$ cat config.mk
export PLATFORM = sky130hd
export DESIGN_NAME = gpio_led_ctrl
export DESIGN_NICKNAME = d
export VERILOG_FILES = /design/src/rtl/gpio_led_pkg.sv /design/src/rtl/gpio_led_chan.sv /design/src/rtl/gpio_led_ctrl.sv
export SDC_FILE = /design/constraint.sdc
export NUM_CORES = 1
export LEC_CHECK = 0
export ABC_AREA = 0
export CAP_MARGIN = 30
export CELL_PAD_IN_SITES_DETAIL_PLACEMENT = 0
export CELL_PAD_IN_SITES_GLOBAL_PLACEMENT = 1
export CORE_UTILIZATION = 45
export CTS_BUF_LIST = sky130_fd_sc_hd__clkbuf_4
export DETAILED_ROUTE_END_ITERATION = 10
export PLACE_DENSITY_LB_ADDON = 0.1
export SYNTH_ARGS = -nofsm -noshare
export SYNTH_HDL_FRONTEND = slang
export SYNTH_HIERARCHICAL = 1
export SYNTH_SLANG_ARGS = --single-unit
$ cat constraint.sdc
create_clock -name sys_clk_i -period 2.3 [get_ports sys_clk_i]
set_input_delay 0.46 -clock sys_clk_i [delete_from_list [all_inputs] [get_ports sys_clk_i]]
set_output_delay 0.46 -clock sys_clk_i [all_outputs]
set_load 0.005 [all_outputs]
$ cat src/rtl/gpio_led_pkg.sv
// Shared mode encodings and field widths for the GPIO LED controller.
package gpio_led_pkg;

   localparam int unsigned MODE_W = 2;
   localparam int unsigned VAL_W  = 8;

   localparam logic [MODE_W-1:0] MODE_OFF   = 2'd0;
   localparam logic [MODE_W-1:0] MODE_ON    = 2'd1;
   localparam logic [MODE_W-1:0] MODE_BLINK = 2'd2;
   localparam logic [MODE_W-1:0] MODE_PWM   = 2'd3;

endpackage

$ cat src/rtl/gpio_led_chan.sv
// One LED channel: config registers, blink timer, raw level and output flop.
module gpio_led_chan
   import gpio_led_pkg::*;
#(
   parameter bit ACTIVE_LOW = 1'b0
) (
   input  logic              clk,
   input  logic              rst,
   input  logic              we,
   input  logic [MODE_W-1:0] wr_mode,
   input  logic [VAL_W-1:0]  wr_val,
   input  logic              tick,
   input  logic [VAL_W-1:0]  pwm_cnt,
   output logic              led
);

   logic [MODE_W-1:0] mode;
   logic [VAL_W-1:0]  val;
   logic [VAL_W-1:0]  bcnt;
   logic              phase;
   logic [VAL_W-1:0]  hp_c;
   logic [VAL_W-1:0]  bcnt_inc_c;
   logic              raw_c;

   // Blink half-period (zero treated as one tick) and next counter value
   always_comb begin
      hp_c       = (val == '0) ? VAL_W'(1) : val;
      bcnt_inc_c = bcnt + VAL_W'(1);
   end

   // Channel configuration, loaded on an accepted write
   always_ff @(posedge clk or posedge rst) begin
      if (rst) begin
         mode <= MODE_OFF;
         val  <= '0;
      end else if (we) begin
         mode <= wr_mode;
         val  <= wr_val;
      end
   end

   // Blink timer; a write restarts it lit and wins over a coincident tick
   always_ff @(posedge clk or posedge rst) begin
      if (rst) begin
         bcnt  <= '0;
         phase <= 1'b0;
      end else if (we) begin
         bcnt  <= '0;
         phase <= 1'b1;
      end else if (tick && (mode == MODE_BLINK)) begin
         if (bcnt_inc_c == hp_c) begin
            bcnt  <= '0;
            phase <= ~phase;
         end else begin
            bcnt <= bcnt_inc_c;
         end
      end
   end

   // Unregistered lit/unlit level for the current mode
   always_comb begin
      raw_c = 1'b0;
      case (mode)
         MODE_ON:    raw_c = 1'b1;
         MODE_BLINK: raw_c = phase;
         MODE_PWM:   raw_c = (pwm_cnt < val);
         default:    raw_c = 1'b0;
      endcase
   end

   // Output pin register with polarity applied
   always_ff @(posedge clk or posedge rst) begin
      if (rst) begin
         led <= ACTIVE_LOW;
      end else begin
         led <= raw_c ^ ACTIVE_LOW;
      end
   end

endmodule

$ cat src/rtl/gpio_led_ctrl.sv
// Multi-channel LED controller: strobed config port, shared tick and PWM timers.
module gpio_led_ctrl
   import gpio_led_pkg::*;
#(
   parameter int unsigned NUM_LED    = 2,
   parameter int unsigned CH_W       = 4,
   parameter int unsigned TICK_DIV   = 270000,
   parameter int unsigned PWM_DIV    = 4,
   parameter int unsigned ACTIVE_LOW = 0
) (
   input  logic               sys_clk_i,
   input  logic               sys_rst_i,
   input  logic               cfg_stb_i,
   input  logic [CH_W-1:0]    cfg_ch_i,
   input  logic [MODE_W-1:0]  cfg_mode_i,
   input  logic [VAL_W-1:0]   cfg_val_i,
   output logic               cfg_ack_o,
   output logic               cfg_err_o,
   output logic [NUM_LED-1:0] led_o
);

   localparam int unsigned PRE_W  = $clog2(TICK_DIV);
   localparam int unsigned PDIV_W = (PWM_DIV > 1) ? $clog2(PWM_DIV) : 1;

   logic [PRE_W-1:0]   pre_cnt;
   logic [PDIV_W-1:0]  pdiv_cnt;
   logic [VAL_W-1:0]   pwm_cnt;
   logic               stb_prev;
   logic               tick_c;
   logic               pwm_step_c;
   logic               wr_c;
   logic               ch_ok_c;
   logic [NUM_LED-1:0] we_c;

   // Strobe rising edge, channel range check and timer wrap decodes
   always_comb begin
      wr_c       = cfg_stb_i & ~stb_prev;
      ch_ok_c    = (32'(cfg_ch_i) < NUM_LED);
      tick_c     = (pre_cnt == PRE_W'(TICK_DIV - 1));
      pwm_step_c = (pdiv_cnt == PDIV_W'(PWM_DIV - 1));
   end

   // Strobe history for edge detection
   always_ff @(posedge sys_clk_i or posedge sys_rst_i) begin
      if (sys_rst_i) begin
         stb_prev <= 1'b0;
      end else begin
         stb_prev <= cfg_stb_i;
      end
   end

   // Write accept/reject pulses, one cycle after the strobe edge
   always_ff @(posedge sys_clk_i or posedge sys_rst_i) begin
      if (sys_rst_i) begin
         cfg_ack_o <= 1'b0;
         cfg_err_o <= 1'b0;
      end else begin
         cfg_ack_o <= wr_c & ch_ok_c;
         cfg_err_o <= wr_c & ~ch_ok_c;
      end
   end

   // Free-running blink-tick prescaler, unaffected by writes
   always_ff @(posedge sys_clk_i or posedge sys_rst_i) begin
      if (sys_rst_i) begin
         pre_cnt <= '0;
      end else if (tick_c) begin
         pre_cnt <= '0;
      end else begin
         pre_cnt <= pre_cnt + PRE_W'(1);
      end
   end

   // PWM divider and 8-bit wrapping PWM counter
   always_ff @(posedge sys_clk_i or posedge sys_rst_i) begin
      if (sys_rst_i) begin
         pdiv_cnt <= '0;
         pwm_cnt  <= '0;
      end else if (pwm_step_c) begin
         pdiv_cnt <= '0;
         pwm_cnt  <= pwm_cnt + VAL_W'(1);
      end else begin
         pdiv_cnt <= pdiv_cnt + PDIV_W'(1);
      end
   end

   for (genvar i = 0; i < NUM_LED; i++) begin : g_chan
      assign we_c[i] = wr_c & ch_ok_c & (cfg_ch_i == CH_W'(i));

      gpio_led_chan #(
         .ACTIVE_LOW (ACTIVE_LOW != 0)
      ) u_chan (
         .clk     (sys_clk_i),
         .rst     (sys_rst_i),
         .we      (we_c[i]),
         .wr_mode (cfg_mode_i),
         .wr_val  (cfg_val_i),
         .tick    (tick_c),
         .pwm_cnt (pwm_cnt),
         .led     (led_o[i])
      );
   end

endmodule

-- Word-level counts from Yosys, hierarchy flattened
Cells that the tools add are included.
- equal/unequal tests: 11
- mux-type cells: 18
- $add $sub $neg: 5
- $lt $le $gt $ge: 3
- bitwise operators: 9
- reduce and logical (&&, ||, !) cells: 11
- operators by type and width (operator ; number):
    $mux 8 ; 8
    $add 8x1->8 const B ; 3
    $add 19x1->19 const B ; 1
    $eq 19x19->1 const B ; 1
    $mux 19 ; 1
    $eq 8x8->1 ; 2
    $logic_not 8->1 ; 2
    $lt 8x8->1 ; 2
    $eq 2x2->1 const B ; 5
    $reduce_bool 2->1 ; 4
    $mux 1 ; 6
    $pmux 1 s3 ; 2
    $and 1x1->1 ; 5
    $eq 2x1->1 const B ; 2
    $eq 4x1->1 const B ; 1
    $logic_not 4->1 ; 1
    $lt 4x2->1 const B ; 1
    $not 1->1 ; 4
    $reduce_and 2->1 ; 2
    $add 2x1->2 const B ; 1
    $logic_and 1x1->1 ; 2
    $mux 2 ; 1
- output and inout port bits: 4
- register bits after elaboration: 72
- word-level logic and storage cells: 73

-- Logic depth before layout (Yosys ltp)
- depth in word-level cells: 6
- gate-level depth with buffers: 9
- gate-level depth less buffers: 8

-- By module
Netlist, hierarchy kept.
- modules (own cells, without submodules) (module ; area each (µm²) ; instances ; cells each):
    gpio_led_ctrl ; 1421.4 ; 1 ; 125
    gpio_led_chan at g_chan[0].u_chan ; 1336.3 ; 1 ; 137
    gpio_led_chan at g_chan[1].u_chan ; 1311.3 ; 1 ; 137

-- Least setup slack after synthesis
No wires, ideal clock.
- path kind: register to register
- start point: register pre_cnt[0]
- end point: register g_chan[1].u_chan.bcnt[3]
- setup slack: -62 ps
- clock period less this slack: 2362 ps
- arrival: 2275 ps
- library setup time: 87 ps
- stages on the path, launching flop included: 10
- path buffers: 2
- required time: 2213 ps
- cells stage by stage: dfrtp_1 ha_1 nand3_1 nor4_4 buf_6 and2_1 buf_1 nand4_1 xor2_1 a211oi_2
- word-level cells in the longest chain between the ends: 3
- ends and longest elaborated chain (element ; line ; text):
    start: declaration ; gpio_led_ctrl.sv:25 ; logic [PRE_W-1:0] pre_cnt;
    start signal: assignment ; gpio_led_ctrl.sv:70 ; pre_cnt <= pre_cnt + PRE_W'(1);
    $eq 19x19->1 ; gpio_led_ctrl.sv:39 ; tick_c = (pre_cnt == PRE_W'(TICK_DIV - 1));
    named net tick_c ; gpio_led_ctrl.sv:29 ; logic tick_c;
    $logic_and 1x1->1 ; gpio_led_chan.sv:50 ; end else if (tick && (mode == MODE_BLINK)) begin
    $reduce_bool 2->1 (no source line) ; -- ;
    end signal: assignment ; gpio_led_chan.sv:55 ; bcnt <= bcnt_inc_c;
    end: declaration ; gpio_led_chan.sv:19 ; logic [VAL_W-1:0] bcnt;
The timed path passes the listed nets, and every way through them passes these cells.
A chain may end at the register's enable or synchronous reset.

-- Worst setup path in the final report
- start point: register pre_cnt[14]
- end point: register g_chan[0].u_chan.phase
- word-level cells in the longest chain between the ends: 4
- ends and longest elaborated chain (element ; line ; text):
    $eq 19x19->1 ; gpio_led_ctrl.sv:39 ;
    $logic_and 1x1->1 ; gpio_led_chan.sv:50 ;
    $reduce_bool 2->1 (no source line) ; -- ;
    $reduce_and 2->1 (no source line) ; -- ;
    end signal: assignment ; gpio_led_chan.sv:53 ; phase <= ~phase;
    end: declaration ; gpio_led_chan.sv:20 ; logic phase;
Every way passes these cells.

==> qor.csv <==
stage;metric;value;unit
global_route;grt_pass1_wl;14.8;mm
power_and_ir_drop;p_seq_share;52.8;%
clock_network;htreeDepth;3;
synthesis;syn_inst;399;
setup_path;crit_family;simple AND/OR/NAND/NOR gates;
timing;fmax;456;MHz
power_and_ir_drop;power_frac_comb;23.0;%
global_route;grt_overflow;0;
detailed_routing;antenna_left;0;
clock_network;cts.path.max_buffers;2;
detailed_routing;routed_via_density;5.50;
floorplan;dieArea;0.00943;mm^2
final_layout;area_growth;14.4;%
clock_network;path_clk_slew;0.14;ns
timing;fin_skew;0.0142;ns
timing;period_share;95.3;%
timing;relSlewSlack;73.4;%
setup_path;cp_max_fo;7;
timing;setup_viol;0;
clock_network;cts-buffers-inserted;9;
setup_path;crit_path_top_delay_cell;or4b_4;
synthesis;ys_ff_latch;72;
timing;hold_violations;0;
synthesis;synth_fp_nets;435;
final_layout;layout-drive-gt1-share;18.2;%
global_route;grt_max_degree;33;
setup_path;slowest_delay;0.56;ns
clock_network;clk_latency;0.42;ns
clock_network;root_buffer;clkbuf_4;
global_route;track_usage;19.7;%
final_layout;final_util;53.4;%
clock_network;cts_sinks;72;
placement;placed_cells;534;
placement;port-buffer-count;20;
synthesis;dominantRegCellSynth;dfrtp_1;
setup_path;startpoint_type;flip-flop;
final_layout;antenna_cells;0;
detailed_routing;drc;0;
setup_path;crit_type;reg2reg;
global_route;antenna_found_initial;0;
synthesis;async_flop_share;100;%
setup_path;end_kind;flip-flop;
clock_network;cts_tree;built;
setup_path;required;2.65;ns
setup_path;critPathBufInv;1;
setup_path;arrival;2.55;ns
synthesis;synth_top_cell_by_area;dfrtp_1;
timing;tightestPinTransition;0.399;ns
synthesis;synth_top_area_share;44.3;%
floorplan;start_util;46.7;%
timing;setup_tns;0;ns
clock_network;hold_buffers;0;
floorplan;die_h;97.1;um
power_and_ir_drop;share_clk_of_total_power;24.2;%
placement;post-place-ws;-0.0226;ns
floorplan;ios;21;
synthesis;yosys_warnings;6;
synthesis;synth_edf_count;0;
timing;layout_min_cycle_time;2.19;ns
final_layout;final_cells;552;
detailed_routing;via_count;3034;
timing;rsz0062_at_grt;yes;
power_and_ir_drop;powerDensity;649;mW/mm^2
run_status;outcome;completed;
worst_hold_path;min_path_type;in2async;
floorplan;fp.dieW;97.1;um
global_route;grt_pass1_vias;3014;
power_and_ir_drop;switching_share;34.0;%
floorplan;coreArea;0.00872;mm^2
detailed_routing;wirelength;8.57;mm
placement;globalplace.congestion;0.795;
detailed_routing;drtIter0Drc;113;
power_and_ir_drop;p_leak;1.96;nW
synthesis;syn_area_per_cell;10.2;um^2
floorplan;rows;34;
power_and_ir_drop;total_power;3.02;mW
synthesis;yosysUniqueCellTypes;52;
power_and_ir_drop;intPower;1.99;mW
placement;dp_hpwl;6.33;mm
final_layout;layout.nets;475;
synthesis;syn_area;0.00407;mm^2
power_and_ir_drop;vdd_ir_drop_max;0.400;mV
detailed_routing;wl_per_cell;15.5;um
timing;final_max_slew_viol_count;0;
power_and_ir_drop;power.switching;1.03;mW
detailed_routing;dr.pass1.iters;4;
flow_run;cap_viol_max_count;0;
setup_path;cp_cell_sequence;or4b_4, nor4_4, buf_4, nand2_2, or4_1, nand3_1;
synthesis;ys_seq_area_share;44.3;%
synthesis;netlist_top_cells_area;dfrtp_1, xnor2_1, ha_1, a211oi_2, nand2_1;
timing;timing.final.ws_setup;0.107;ns
## synthesized netlist by cell type, types with 4 or more instances
cell and count:
a21oi_1 5, xnor2_1 37, and2_1 5, xor2_1 12, a211oi_2 12, ha_1 19
inv_1 22, a41oi_1 4, o21ai_0 20, clkbuf_1 5, nand4_1 12, a21o_1 7
nor3_1 9, nand3_1 23, nor2_1 24, nor2b_1 4, mux2_2 7, nand2_1 36
nor4_1 4, dfrtp_1 72, o21ai_1 4
## sequential cells by signal, indices dropped and copies added (netlist names), 2 cells and up
name / flops
pre_cnt: 19
pwm_cnt: 8
g_chan.u_chan/val: 16
g_chan.u_chan/led: 2
g_chan.u_chan/phase: 2
g_chan.u_chan/bcnt: 16
pdiv_cnt: 2
g_chan.u_chan/mode: 4
## path summary, 6_finish.rpt
path                              from                  endpoint  slack (ns)  cells past startpoint
setup / recovery           pre_cnt[14]    g_chan[0].u_chan/phase        0.11                      6
hold / removal               sys_rst_i  g_chan[1].u_chan/mode[0]        0.43                      3
setup reg to reg           pre_cnt[14]    g_chan[0].u_chan/phase        0.11                      6
hold reg to reg            pdiv_cnt[0]               pdiv_cnt[0]        0.43                      1
max in group asynchronous    sys_rst_i                pre_cnt[5]        1.52                      3
min in group sys_clk_i     pdiv_cnt[0]               pdiv_cnt[0]        0.43                      1
## area by class of cell
type / count / area (um^2)
repair buffers: 43 / 385
clock inverters: 7 / 55.1
well taps: 108 / 135
multi-input cells: 291 / 2130
clock buffers: 9 / 67.6
inverters: 22 / 82.6
fillers: 807 / 4070
flip-flops and latches: 72 / 1800
## per-layer routing
metal,vias to the layer above,track usage [%],wire length [um]
met5,-,0,0
met3,14,2.73,177
met4,0,7.12,128
met1,1478,28.8,4430
met2,35,30.0,3840
li1,1507,-,-
## what timing repair did
item                       4_1_cts  5_1_grt
setup endpoints to repair        4       11
resized for setup                0        6
setup buffers                    0        2
pin swaps                        0        1
## placed cells by master, fill, tap and decap left out, types with 4 or more instances in the layout
cell type,count
mux2_2,7
nand3_1,23
nor2_4,4
and2_1,5
o21ai_1,4
a21o_1,7
nand2_1,34
a211oi_2,12
a21oi_1,5
a41oi_1,4
o21ai_0,20
ha_1,19
nand4_1,12
clkbuf_4,9
nor3_1,9
nor4_1,4
xnor2_1,37
dfrtp_1,72
nor2_1,22
buf_4,22
xor2_1,12
inv_1,22
clkdlybuf4s50_1,20
## logic make-up (layout without fill, tap and decap cells)
logic type,Yosys count,count (layout),synth area share (%)
compound gates,71,71,13.6
fa+ha+maj,19,19,5.84
xor+xnor,49,49,10.5
simple gates,145,145,19.8
flops,72,72,44.3
mux,7,7,1.94
buf+inv,36,81,3.97
## power by group through the flow
stage	clock network [mW]	registers, mW	logic [mW]
global route	0.817	1.62	0.781
global placement	0	1.62	0.686
floorplan	0	1.55	0.562
detailed placement	0	1.62	0.701
CTS	0.763	1.59	0.702
finish	0.731	1.59	0.695
## worst register-to-register path: stages, from the launching register on
cell and delay, ns:
dfrtp_1 0.43, or4b_4 0.56, nor4_4 0.21, buf_4 0.18, nand2_2 0.12, or4_1 0.53
nand3_1 0.10
## per-stage QoR
stage	hold slack [ns]	cell area, um^2
2_1_floorplan	0.403	4070
3_3_place_gp	0.415	4500
3_5_place_dp	0.422	4500
4_1_cts	0.428	4620
5_1_grt	0.462	4660
6_report	0.433	4660
Power figures use the tool's default switching activity.
